`src/rtl/cp_pkg.sv`:
```
// Shared core-pipeline definitions: default datapath geometry, the data word
// type, and the busy-bit update rule used by the register file and its scoreboard.
package cp_pkg;

  localparam int DEF_DATA_W   = 16;
  localparam int DEF_NUM_REGS = 8;

  typedef logic [DEF_DATA_W-1:0] data_t;

  // A new producer claim beats a retiring write to the same register.
  function automatic logic next_busy(input logic cur, input logic issue_hit,
                                     input logic write_hit);
    return issue_hit ? 1'b1 : (write_hit ? 1'b0 : cur);
  endfunction

endpackage

```
`src/rtl/reg_scoreboard.sv`:
```
// Busy-bit scoreboard: one pending-producer flag per architectural register,
// set by issue and cleared by the matching write-back.
module reg_scoreboard
  import cp_pkg::*;
#(
  parameter int NUM_REGS = DEF_NUM_REGS,
  parameter int AW       = $clog2(NUM_REGS),
  parameter int R0_ZERO  = 0
) (
  input  logic                clk,
  input  logic                rst,
  input  logic                issue_valid,
  input  logic [AW-1:0]       issue_addr,
  input  logic                we,
  input  logic [AW-1:0]       waddr,
  output logic [NUM_REGS-1:0] busy_vec
);

  logic [NUM_REGS-1:0] busy_q;
  logic [NUM_REGS-1:0] busy_d;
  logic                iss_en;

  assign iss_en = issue_valid && !(R0_ZERO != 0 && issue_addr == '0);

  // NOTE: give every always_comb output a value on every path (here via the
  // full loop) so no latch is inferred.
  always_comb begin
    busy_d = busy_q;
    for (int i = 0; i < NUM_REGS; i++) begin
      busy_d[i] = next_busy(busy_q[i], iss_en && issue_addr == AW'(i),
                            we && waddr == AW'(i));
    end
  end

  // NOTE: sequential state uses non-blocking assignments so every flop
  // samples pre-edge values regardless of process ordering.
  always_ff @(posedge clk) begin
    if (rst) busy_q <= '0;
    else     busy_q <= busy_d;
  end

  assign busy_vec = busy_q;

endmodule

```
`src/rtl/reg_file_mp.sv`:
```
// Two-read/one-write register file with write-through bypass and a per-register
// busy scoreboard; read data and busy flags are registered (1-cycle latency).
module reg_file_mp
  import cp_pkg::*;
#(
  parameter int DATA_W   = DEF_DATA_W,
  parameter int NUM_REGS = DEF_NUM_REGS,
  parameter int AW       = $clog2(NUM_REGS),
  parameter int R0_ZERO  = 0
) (
  input  logic                clk,
  input  logic                rst,
  input  logic                we,
  input  logic [AW-1:0]       waddr,
  input  logic [DATA_W-1:0]   wdata,
  input  logic                issue_valid,
  input  logic [AW-1:0]       issue_addr,
  input  logic [AW-1:0]       raddr_a,
  input  logic [AW-1:0]       raddr_b,
  output logic [DATA_W-1:0]   rdata_a,
  output logic [DATA_W-1:0]   rdata_b,
  output logic                busy_a,
  output logic                busy_b,
  output logic [NUM_REGS-1:0] busy_vec
);

  logic [DATA_W-1:0] regs_q [NUM_REGS];
  logic [DATA_W-1:0] rdata_a_q, rdata_a_d, rdata_b_q, rdata_b_d;
  logic              busy_a_q, busy_a_d, busy_b_q, busy_b_d;
  logic              wr_en, iss_en;

  // With R0_ZERO, register 0 is never written, so it holds its reset zero.
  assign wr_en  = we && !(R0_ZERO != 0 && waddr == '0);
  assign iss_en = issue_valid && !(R0_ZERO != 0 && issue_addr == '0);

  reg_scoreboard #(
    .NUM_REGS (NUM_REGS),
    .AW       (AW),
    .R0_ZERO  (R0_ZERO)
  ) u_scoreboard (
    .clk         (clk),
    .rst         (rst),
    .issue_valid (issue_valid),
    .issue_addr  (issue_addr),
    .we          (we),
    .waddr       (waddr),
    .busy_vec    (busy_vec)
  );

  // NOTE: the array is reset explicitly because a reset must leave every
  // register reading zero; this rules out a RAM macro, which is intended.
  always_ff @(posedge clk) begin
    if (rst) begin
      for (int i = 0; i < NUM_REGS; i++) regs_q[i] <= '0;
    end else if (wr_en) begin
      regs_q[waddr] <= wdata;
    end
  end

  // Outputs report the post-edge view: same-cycle writes and claims bypass.
  always_comb begin
    rdata_a_d = regs_q[raddr_a];
    rdata_b_d = regs_q[raddr_b];
    if (wr_en && waddr == raddr_a) rdata_a_d = wdata;
    if (wr_en && waddr == raddr_b) rdata_b_d = wdata;
    busy_a_d = next_busy(busy_vec[raddr_a], iss_en && issue_addr == raddr_a,
                         we && waddr == raddr_a);
    busy_b_d = next_busy(busy_vec[raddr_b], iss_en && issue_addr == raddr_b,
                         we && waddr == raddr_b);
  end

  always_ff @(posedge clk) begin
    if (rst) begin
      rdata_a_q <= '0;
      rdata_b_q <= '0;
      busy_a_q  <= 1'b0;
      busy_b_q  <= 1'b0;
    end else begin
      rdata_a_q <= rdata_a_d;
      rdata_b_q <= rdata_b_d;
      busy_a_q  <= busy_a_d;
      busy_b_q  <= busy_b_d;
    end
  end

  assign rdata_a = rdata_a_q;
  assign rdata_b = rdata_b_q;
  assign busy_a  = busy_a_q;
  assign busy_b  = busy_b_q;

endmodule

```
`config.mk`:
```
export PLATFORM = sky130hd
export DESIGN_NAME = reg_file_mp
export DESIGN_NICKNAME = d
export VERILOG_FILES = /design/src/rtl/cp_pkg.sv /design/src/rtl/reg_scoreboard.sv /design/src/rtl/reg_file_mp.sv
export SDC_FILE = /design/constraint.sdc
export NUM_CORES = 1
export LEC_CHECK = 0
export ABC_AREA = 1
export BUFFER_PORTS_ARGS = -buffer_cell sky130_fd_sc_hd__buf_2
export CAP_MARGIN = 10
export CORE_MARGIN = 2
export CORE_UTILIZATION = 52
export DETAILED_ROUTE_END_ITERATION = 10
export PLACE_DENSITY_LB_ADDON = 0.15
export SLEW_MARGIN = 10
export SYNTH_ARGS = -nofsm -noshare
export SYNTH_HDL_FRONTEND = slang
export SYNTH_HIERARCHICAL = 1
export SYNTH_SLANG_ARGS = --single-unit
```
`constraint.sdc`:
```
create_clock -name clk -period 2.1 [get_ports clk]
set_input_delay 0.63 -clock clk [delete_from_list [all_inputs] [get_ports clk]]
set_output_delay 0.63 -clock clk [all_outputs]
set_load 0.01 [all_outputs]
```
==> impl_metrics.ini, run 1 <==
[timing]
fin_hold_ws_ns = 0.4759
finalHoldViolCount = 0
clock_skew_ns = 0.009105
max_freq_mhz = 627.0
relSlewSlack = 0.6883
rsz0062_at_grt = false
finalSetupTns_ns = 0
setup_viol = 0
fin_crit_sh = 0.7595
setup_slack_ns = 0.5052
tightest_slew_ns = 0.4670
maxSlewViolCount = 0
fin_crit_ns = 1.595

[synth]
avgSynthCellArea_um2 = 7.870
async_flop_share = 0
synth_top_area_share = 0.4361
synthesis.nets = 1152
synthTopCellsByCount = 357 x nand2_1, 204 x nor2_1, 142 x nand3_1
synth_area_leaders = edfxtp_1 44%, nand2_1 15%, dfxtp_1 9.5%
netlist_instances = 1120
synth_most_common_cell = nand2_1
synth_area_mm2 = 0.008815
yosys_warnings = 6
ys_ff_latch = 170
yosysTopAreaCell = edfxtp_1
post_synth_num_cell_types = 22
ys_seq_area_frac = 0.5314
synth_edf_count = 128
synth_flop_cell = edfxtp_1

[worst_setup_path]
path_buf_inv = 1
worstSetupPathType = flip-flop to primary output
cp_max_fo = 3
cp.arrival_ns = 0.96
r2r-start = regs_q[5][14]$_SDFFCE_PN0P_
cp-startpoint = u_scoreboard/busy_vec[2]$_SDFFE_PP0P_
critPathTopFamily = flip-flops
cp_cell_sequence = buf_2
rr_endpoint = rdata_a[14]$_SDFF_PP0_
slowest_delay_ns = 0.38
start_kind = flip-flop
r2r.worst_path.cells = 6
required_ns = 1.47
slowest_stage = dfxtp_1
end_kind = primary output
r2r_slack_ns = 0.98

[layout]
areaGrowthSynthToFinish_pct = 14.55
fin_nets = 1214
final_layout_size_suffix_gt1_frac = 0.1464
num_antenna_cells = 0
finalNonFillerCells = 1415
fillers = 1530

[clock_network]
clk_latency_ns = 0.43
cts_max_level = 4
numClockSinks = 170
path_clk_slew_ns = 0.07
numCtsBuffers = 17
clockBufferDepth = 2
postCtsHoldBufs = 0
cts-root-buf = clkbuf_16
cts_tree = done
postCtsSetupRepairBufs = 0
cts_resized = 0

[job]
maxCapViolations = 0

[placement]
dp_hpwl_um = 16780
port-buffer-count = 73
place.gp.congestion = 0.8664
dp_cells = 1383
dp_slack_ns = 0.1969

[worst_hold_path]
whs_path_depth = 3
hold_start = wdata[11]
hp-class = input port to flip-flop
worstHoldEndpoint = rdata_a[11]$_SDFF_PP0_

[floorplan]
dieArea_mm2 = 0.01801
die_w_um = 134.2
start_util = 0.5315
core.rowCount = 47
ios = 74
die_h_um = 134.2
design.core.area_mm2 = 0.01658

[detailed_routing]
routedWlPerCell_um = 17.27
dr.pass1.iters = 6
vias = 7929
drt_iter0_drc = 1095
antenna_left = 0
vias_per_cell = 5.604
drc = 0
drt_wl_total_um = 24430

[global_route]
grt_overflow = 0
grt_first_pass_wirelength_um = 39500
grt_max_degree = 69
antenna_found_initial = 0
track_usage = 0.2826
grt_pass1_vias = 7044

[outcome]
status = finished clean

[power_and_ir_drop]
p_per_area_mw_per_mm2 = 807.4
power_frac_seq = 0.485
switchingPower_mw = 2.220
pwr-share-comb = 0.138
leakagePower_nw = 4.476
total_power_mw = 8.152
ir_drop_uv = 612.1
p_sw_frac = 0.2723
cellInternalPower_mw = 5.932
power_frac_clock = 0.376
-- worst max-delay path by stage --
stage / endpoint / slack [ns] / depth (start not counted)
after global routing: busy_vec[2] / 0.47 / 1
after global placement: regs_q[1][12]$_SDFFCE_PN0P_ / 0.19 / 8
after detailed placement: regs_q[1][12]$_SDFFCE_PN0P_ / 0.20 / 8
after floorplan: regs_q[1][0]$_SDFFCE_PN0P_ / 0.05 / 7
final: busy_vec[2] / 0.51 / 1
after CTS: busy_vec[2] / 0.49 / 1
-- cell type report --
cell class | instances | area, um2 | area share
sequential | 170 | 4684 | 0.4639
multi-input combinational | 834 | 3536 | 0.3502
timing repair buffer | 112 | 845.8 | 0.08377
clock buffer | 22 | 496.7 | 0.04919
tap | 220 | 275.3 | 0.02726
inverter | 47 | 181.4 | 0.01797
clock inverter | 10 | 77.57 | 0.007683
-- sequential cells by signal, indices dropped and copies added (netlist names) --
register               flops
busy_b                     1
rdata_a                   16
u_scoreboard/busy_vec      8
rdata_b                   16
regs_q                   128
busy_a                     1
-- power by group through the flow --
stage / logic (mW) / registers, mW / clock network, mW
detailed placement: 1.11 / 4.02 / 0
global route: 1.26 / 3.98 / 3.22
CTS: 1.11 / 3.95 / 3.09
floorplan: 0.681 / 4.02 / 0
finish: 1.13 / 3.96 / 3.07
global placement: 1.10 / 4.02 / 0
-- per-stage QoR --
stage	area (um2)	util
floorplan	8815	-
global placement	9523	0.5742
detailed placement	9523	0.5742
CTS	10100	0.6089
global route	10100	0.6089
finish	10100	0.6089
-- worst register-to-register path: stages (launching register included) --
cell      delay (ns)
edfxtp_1        0.41
nand2_1         0.10
nand3_1         0.09
nand3_1         0.14
nand2_1         0.08
nor2_1          0.15
nor2_1          0.05
-- cell usage in the layout (no fill, tap or decap), drive strengths merged --
| master | n |
|---|---|
| nand4 | 2 |
| inv | 53 |
| clkinvlp | 1 |
| nand2 | 367 |
| clkbuf | 22 |
| clkinv | 3 |
| edfxtp | 128 |
| o21ai | 33 |
| nand3 | 142 |
| dfxtp | 42 |
| buf | 112 |
| nor2 | 210 |
| a21oi | 74 |
| xnor2 | 6 |
-- routing by layer --
metal | track usage | up-vias | share of wire | wire length (um)
li1 | - | 3788 | - | -
met1 | 0.4477 | 3627 | 0.47 | 11410
met2 | 0.3929 | 490 | 0.41 | 10080
met3 | 0.06463 | 24 | 0.11 | 2731
met4 | 0.06433 | 0 | 0.0089 | 217
met5 | 0 | - | 0 | 0
-- cell families (layout without fill, tap and decap cells) --
| group | after synthesis | in the layout | share of synthesized area |
|---|---|---|---|
| XOR/XNOR | 6 | 6 | 0.005962 |
| AND/OR/NAND/NOR | 721 | 721 | 0.3323 |
| buffers and inverters | 116 | 191 | 0.06742 |
| flip-flops | 170 | 170 | 0.5314 |
| AO/OA/AOI/OAI | 107 | 107 | 0.06288 |
(Power assumes the default switching activity.)
==> run 2: changes to the inputs <==
==> constraint.sdc (replaced) <==
create_clock -name clk -period 1.4 [get_ports clk]
set_input_delay 0.42 -clock clk [delete_from_list [all_inputs] [get_ports clk]]
set_output_delay 0.42 -clock clk [all_outputs]
set_load 0.01 [all_outputs]
==> impl_metrics.ini, run 2 (same netlist as run 1, synthesis figures left out) <==
[outcome]
status = finished clean

[global_route]
track_usage = 0.3013
grt_pass1_vias = 7384
grt_overflow = 0
antenna_found_initial = 0
grt_first_pass_wirelength_um = 40920
grt_max_degree = 39

[detailed_routing]
met3RoutedLength_um = 2860
vias_per_cell = 5.645
drt_wl_total_um = 26490
dr.pass1.iters = 5
drt_iter0_drc = 968
routedWlPerCell_um = 18.33
top_layer_used = met4
wl_met2_um = 11910
antenna_left = 0
wl_met1_um = 11420
vias = 8157
drc = 0

[worst_hold_path]
hp-class = input port to flip-flop

[job]
maxCapViolations = 0

[floorplan]
start_util = 0.5315
ios = 74
die_w_um = 134.2
design.core.area_mm2 = 0.01658
die_h_um = 134.2
core.rowCount = 47
dieArea_mm2 = 0.01801

[clock_network]
clockBufferDepth = 2
cts_max_level = 4
numClockSinks = 170
cts_resized = 1
cts_tree = done
path_clk_slew_ns = 0.07
numCtsBuffers = 17
postCtsSetupRepairBufs = 0
postCtsHoldBufs = 0
cts-root-buf = clkbuf_16
clk_latency_ns = 0.43

[layout]
largest_register_ffs = 128
finalInstanceArea_mm2 = 0.01064
fin_nets = 1244
fillers = 1442
final_common_cell = nand2_1
num_antenna_cells = 0
final_layout_size_suffix_gt1_frac = 0.1820
areaGrowthSynthToFinish_pct = 20.65
regMostFlops = regs_q
finalNonFillerCells = 1445
layout_common_cells = 349 x nand2_1, 203 x nor2_1, 142 x nand3_1, 128 x edfxtp_1, 73 x buf_2

[power_and_ir_drop]
leakagePower_nw = 4.747
pwr-share-comb = 0.154
cellInternalPower_mw = 8.810
p_sw_frac = 0.2893
power_frac_clock = 0.369
ir_drop_uv = 934.2
switchingPower_mw = 3.586
power_frac_seq = 0.477
p_per_area_mw_per_mm2 = 1166

[worst_setup_path]
cp-startpoint = u_scoreboard/busy_vec[5]$_SDFFE_PP0P_
start_kind = flip-flop
cp.depth = 1
slowest_delay_ns = 0.36
cp.arrival_ns = 0.94
cp_max_fo = 3
critPathTopFamily = flip-flops
end_kind = primary output
setup.worst_path.end = busy_vec[5]
worstSetupPathType = flip-flop to primary output
r2r_slack_ns = 0.27
r2r-start = regs_q[7][15]$_SDFFCE_PN0P_
path_buf_inv = 1
rr_endpoint = rdata_b[15]$_SDFF_PP0_
cp_cell_sequence = buf_2
r2r.worst_path.cells = 6
slowest_stage = dfxtp_1
required_ns = 0.98

[placement]
port-buffer-count = 73
dp_hpwl_um = 17710
place.gp.congestion = 0.8253
dp_cells = 1413
dp_slack_ns = -0.2489
place_area_mm2 = 0.01006

[timing]
setup_slack_ns = 0.03746
fin_crit_sh = 0.9732
relSlewSlack = 0.7261
maxSlewViolCount = 0
clock_skew_ns = 0.01237
setup_viol = 0
rsz0062_at_grt = false
finalHoldViolCount = 0
fin_hold_ws_ns = 0.2646
max_freq_mhz = 733.9
fin_crit_ns = 1.363
tightest_slew_ns = 0.4104
run 2: how the worst min path moves through the flow:
| stage | startpoint | end | slack [ns] | cells after the start |
|---|---|---|---|---|
| floorplan | rst | busy_a$_SDFF_PP0_ | 0.49 | 1 |
| global placement | u_scoreboard/busy_vec[4]$_SDFFE_PP0P_ | u_scoreboard/busy_vec[4]$_SDFFE_PP0P_ | 0.47 | 2 |
| detailed placement | u_scoreboard/busy_vec[4]$_SDFFE_PP0P_ | u_scoreboard/busy_vec[4]$_SDFFE_PP0P_ | 0.48 | 2 |
| CTS | wdata[14] | rdata_a[14]$_SDFF_PP0_ | 0.26 | 3 |
| global route | wdata[9] | rdata_b[9]$_SDFF_PP0_ | 0.27 | 3 |
| finish | wdata[15] | rdata_b[15]$_SDFF_PP0_ | 0.26 | 3 |
run 2: cell type report:
class	instances	area, um2	share of cell area
tap	220	275.3	0.02588
sequential	170	4688	0.4408
timing repair buffer	142	1196	0.1125
inverter	47	193.9	0.01824
clock inverter	15	147.6	0.01388
multi-input combinational	834	3709	0.3487
clock buffer	17	425.4	0.04000
run 2: worst reg2reg max path: cells and delay by family (launching register included):
family	cells	cell delay [ns]
flip-flops	1	0.39
AND/OR/NAND/NOR	6	0.64
run 2: per-layer routing:
| layer | vias to the layer above | GRT usage |
|---|---|---|
| li1 | 3851 | - |
| met1 | 3766 | 0.4450 |
| met2 | 508 | 0.4649 |
| met3 | 32 | 0.04686 |
| met4 | 0 | 0.08187 |
| met5 | - | 0 |
run 2: power groups by stage:
stage	clock, mW	combinational (mW)	sequential, mW
final	4.58	1.90	5.91
after global routing	4.80	2.07	5.95
after floorplan	0	1.08	6.03
after detailed placement	0	1.86	6.02
after CTS	4.59	1.87	5.91
after global placement	0	1.85	6.01
run 2: per-stage QoR:
| stage | setup TNS, ns | utilization | total power, mW |
|---|---|---|---|
| after floorplan | -5.457 | - | 7.111 |
| after global placement | -49.71 | 0.6065 | 7.858 |
| after detailed placement | -52.83 | 0.6065 | 7.883 |
| after CTS | 0 | 0.6412 | 12.37 |
| after global routing | 0 | 0.6413 | 12.82 |
| final | 0 | 0.6413 | 12.40 |
==> run 3: changes to the inputs <==
--- a/config.mk
+++ b/config.mk
@@ -6,11 +6,12 @@
 export NUM_CORES = 1
 export LEC_CHECK = 0
 export ABC_AREA = 1
-export BUFFER_PORTS_ARGS = -buffer_cell sky130_fd_sc_hd__buf_2
 export CAP_MARGIN = 10
 export CORE_MARGIN = 2
 export CORE_UTILIZATION = 52
+export CTS_CLUSTER_DIAMETER = 120
 export DETAILED_ROUTE_END_ITERATION = 10
+export DONT_BUFFER_PORTS = 1
 export PLACE_DENSITY_LB_ADDON = 0.15
 export SLEW_MARGIN = 10
 export SYNTH_ARGS = -nofsm -noshare
==> impl_metrics.ini, run 3 (same netlist as run 1, synthesis figures left out) <==
[outcome]
status = finished clean

[layout]
finalNonFillerCells = 1329
final_common_cell = nand2_1
largest_register_ffs = 128
regMostFlops = regs_q
final_layout_size_suffix_gt1_frac = 0.08927
fin_nets = 1128
finalInstanceArea_mm2 = 0.009757
areaGrowthSynthToFinish_pct = 10.69
num_antenna_cells = 0
layout_common_cells = 349 x nand2_1, 203 x nor2_1, 142 x nand3_1, 128 x edfxtp_1, 69 x a21oi_1

[power_and_ir_drop]
power_frac_seq = 0.506
p_per_area_mw_per_mm2 = 1214
switchingPower_mw = 3.086
total_power_mw = 11.85
ir_drop_uv = 984.9
p_sw_frac = 0.2605
leakagePower_nw = 4.133
power_frac_clock = 0.382
cellInternalPower_mw = 8.762
pwr-share-comb = 0.112

[floorplan]
start_util = 0.5315
die_w_um = 134.2
ios = 74
core.rowCount = 47
design.core.area_mm2 = 0.01658
die_h_um = 134.2
dieArea_mm2 = 0.01801

[detailed_routing]
dr.pass1.iters = 6
drc = 0
drt_iter0_drc = 1077
drt_wl_total_um = 25700
vias_per_cell = 5.873
routedWlPerCell_um = 19.34
vias = 7805
antenna_left = 0

[global_route]
track_usage = 0.2948
grt_first_pass_wirelength_um = 40440
grt_overflow = 0
antenna_found_initial = 0
grt_pass1_vias = 7110
grt_max_degree = 72

[timing]
rsz0062_at_grt = false
clock_skew_ns = 0.01104
max_freq_mhz = 790.5
fin_crit_ns = 1.265
maxSlewViolCount = 0
fin_crit_sh = 0.9036
setup_viol = 0
fin_hold_ws_ns = 0.04490
relSlewSlack = 0.7210
tightest_slew_ns = 0.4180
finalHoldViolCount = 0

[clock_network]
clk_latency_ns = 0.43
path_clk_slew_ns = 0.06
postCtsHoldBufs = 0
postCtsSetupRepairBufs = 0
numClockSinks = 170
cts-root-buf = clkbuf_16
cts_resized = 0
cts_max_level = 4
clockBufferDepth = 2
numCtsBuffers = 17
cts_tree = done

[worst_setup_path]
start_kind = flip-flop
required_ns = 0.98
worstSetupPathType = flip-flop to primary output
r2r.worst_path.cells = 6
cp_max_fo = 3
cp.depth = 0
end_kind = primary output
cp.arrival_ns = 0.84

[placement]
dp_cells = 1297
dp_hpwl_um = 16190
place_area_mm2 = 0.009195
port-buffer-count = 0
place.gp.congestion = 0.8783

[worst_hold_path]
hp-class = input port to flip-flop
whs_path_depth = 1

[job]
maxCapViolations = 0
-- run 3: cell types whose count changed in the layout (fill, tap and decap cells not counted), moves of 2 or more --
cell       previous run  this run
clkbuf_16            17        19
inv_6                 6         1
dfxtp_2               3         0
clkbuf_1              0         4
buf_12               25        11
buf_4                44        15
clkinv_8              2         0
buf_2                73         0
dfxtp_1              39        42
inv_8                 3         0
-- run 3: layer usage --
metal / track usage / part of all wire / wire (um) / up-vias
li1: - / - / - / 3610
met1: 0.4603 / 0.44 / 11340 / 3652
met2: 0.4113 / 0.43 / 11030 / 500
met3: 0.05556 / 0.11 / 2897 / 43
met4: 0.09474 / 0.017 / 426 / 0
met5: 0 / 0 / 0 / -
-- run 3: per-stage QoR --
stage          worst slack, ns  utilization  TNS (ns)
2_1_floorplan         -0.06905            -    -5.457
3_3_place_gp          -0.06724       0.5545    -3.481
3_5_place_dp          -0.03033       0.5545    -1.941
4_1_cts                 0.1194       0.5884         0
5_1_grt                0.09615       0.5884         0
6_report                0.1350       0.5884         0
-- run 3: final timing paths --
check / start / to / slack [ns]
worst max-delay path: u_scoreboard/busy_vec[2]$_SDFFE_PP0P_ / busy_vec[2] / 0.14
worst min-delay path: rst / u_scoreboard/busy_vec[3]$_SDFFE_PP0P_ / 0.04
worst max register to register: regs_q[7][7]$_SDFFCE_PN0P_ / rdata_a[7]$_SDFF_PP0_ / 0.27
worst min register to register: u_scoreboard/busy_vec[4]$_SDFFE_PP0P_ / u_scoreboard/busy_vec[4]$_SDFFE_PP0P_ / 0.52
-- run 3: cell type report --
type                            count  area [um2]
Clock buffer                       24       504.2
Clock inverter                      8       57.56
Fill cell                        1497        6827
Inverter                           47       193.9
Multi-Input combinational cell    834        3709
Sequential cell                   170        4684
Tap cell                          220       275.3
Timing Repair Buffer               26       332.8
-- run 3: power by group through the flow --
stage	sequential (mW)	combinational, mW	clock [mW]
6_report	6.00	1.32	4.53
3_5_place_dp	6.10	1.30	0
2_1_floorplan	6.03	1.08	0
4_1_cts	5.99	1.31	4.55
3_3_place_gp	6.09	1.29	0
5_1_grt	6.03	1.48	4.79
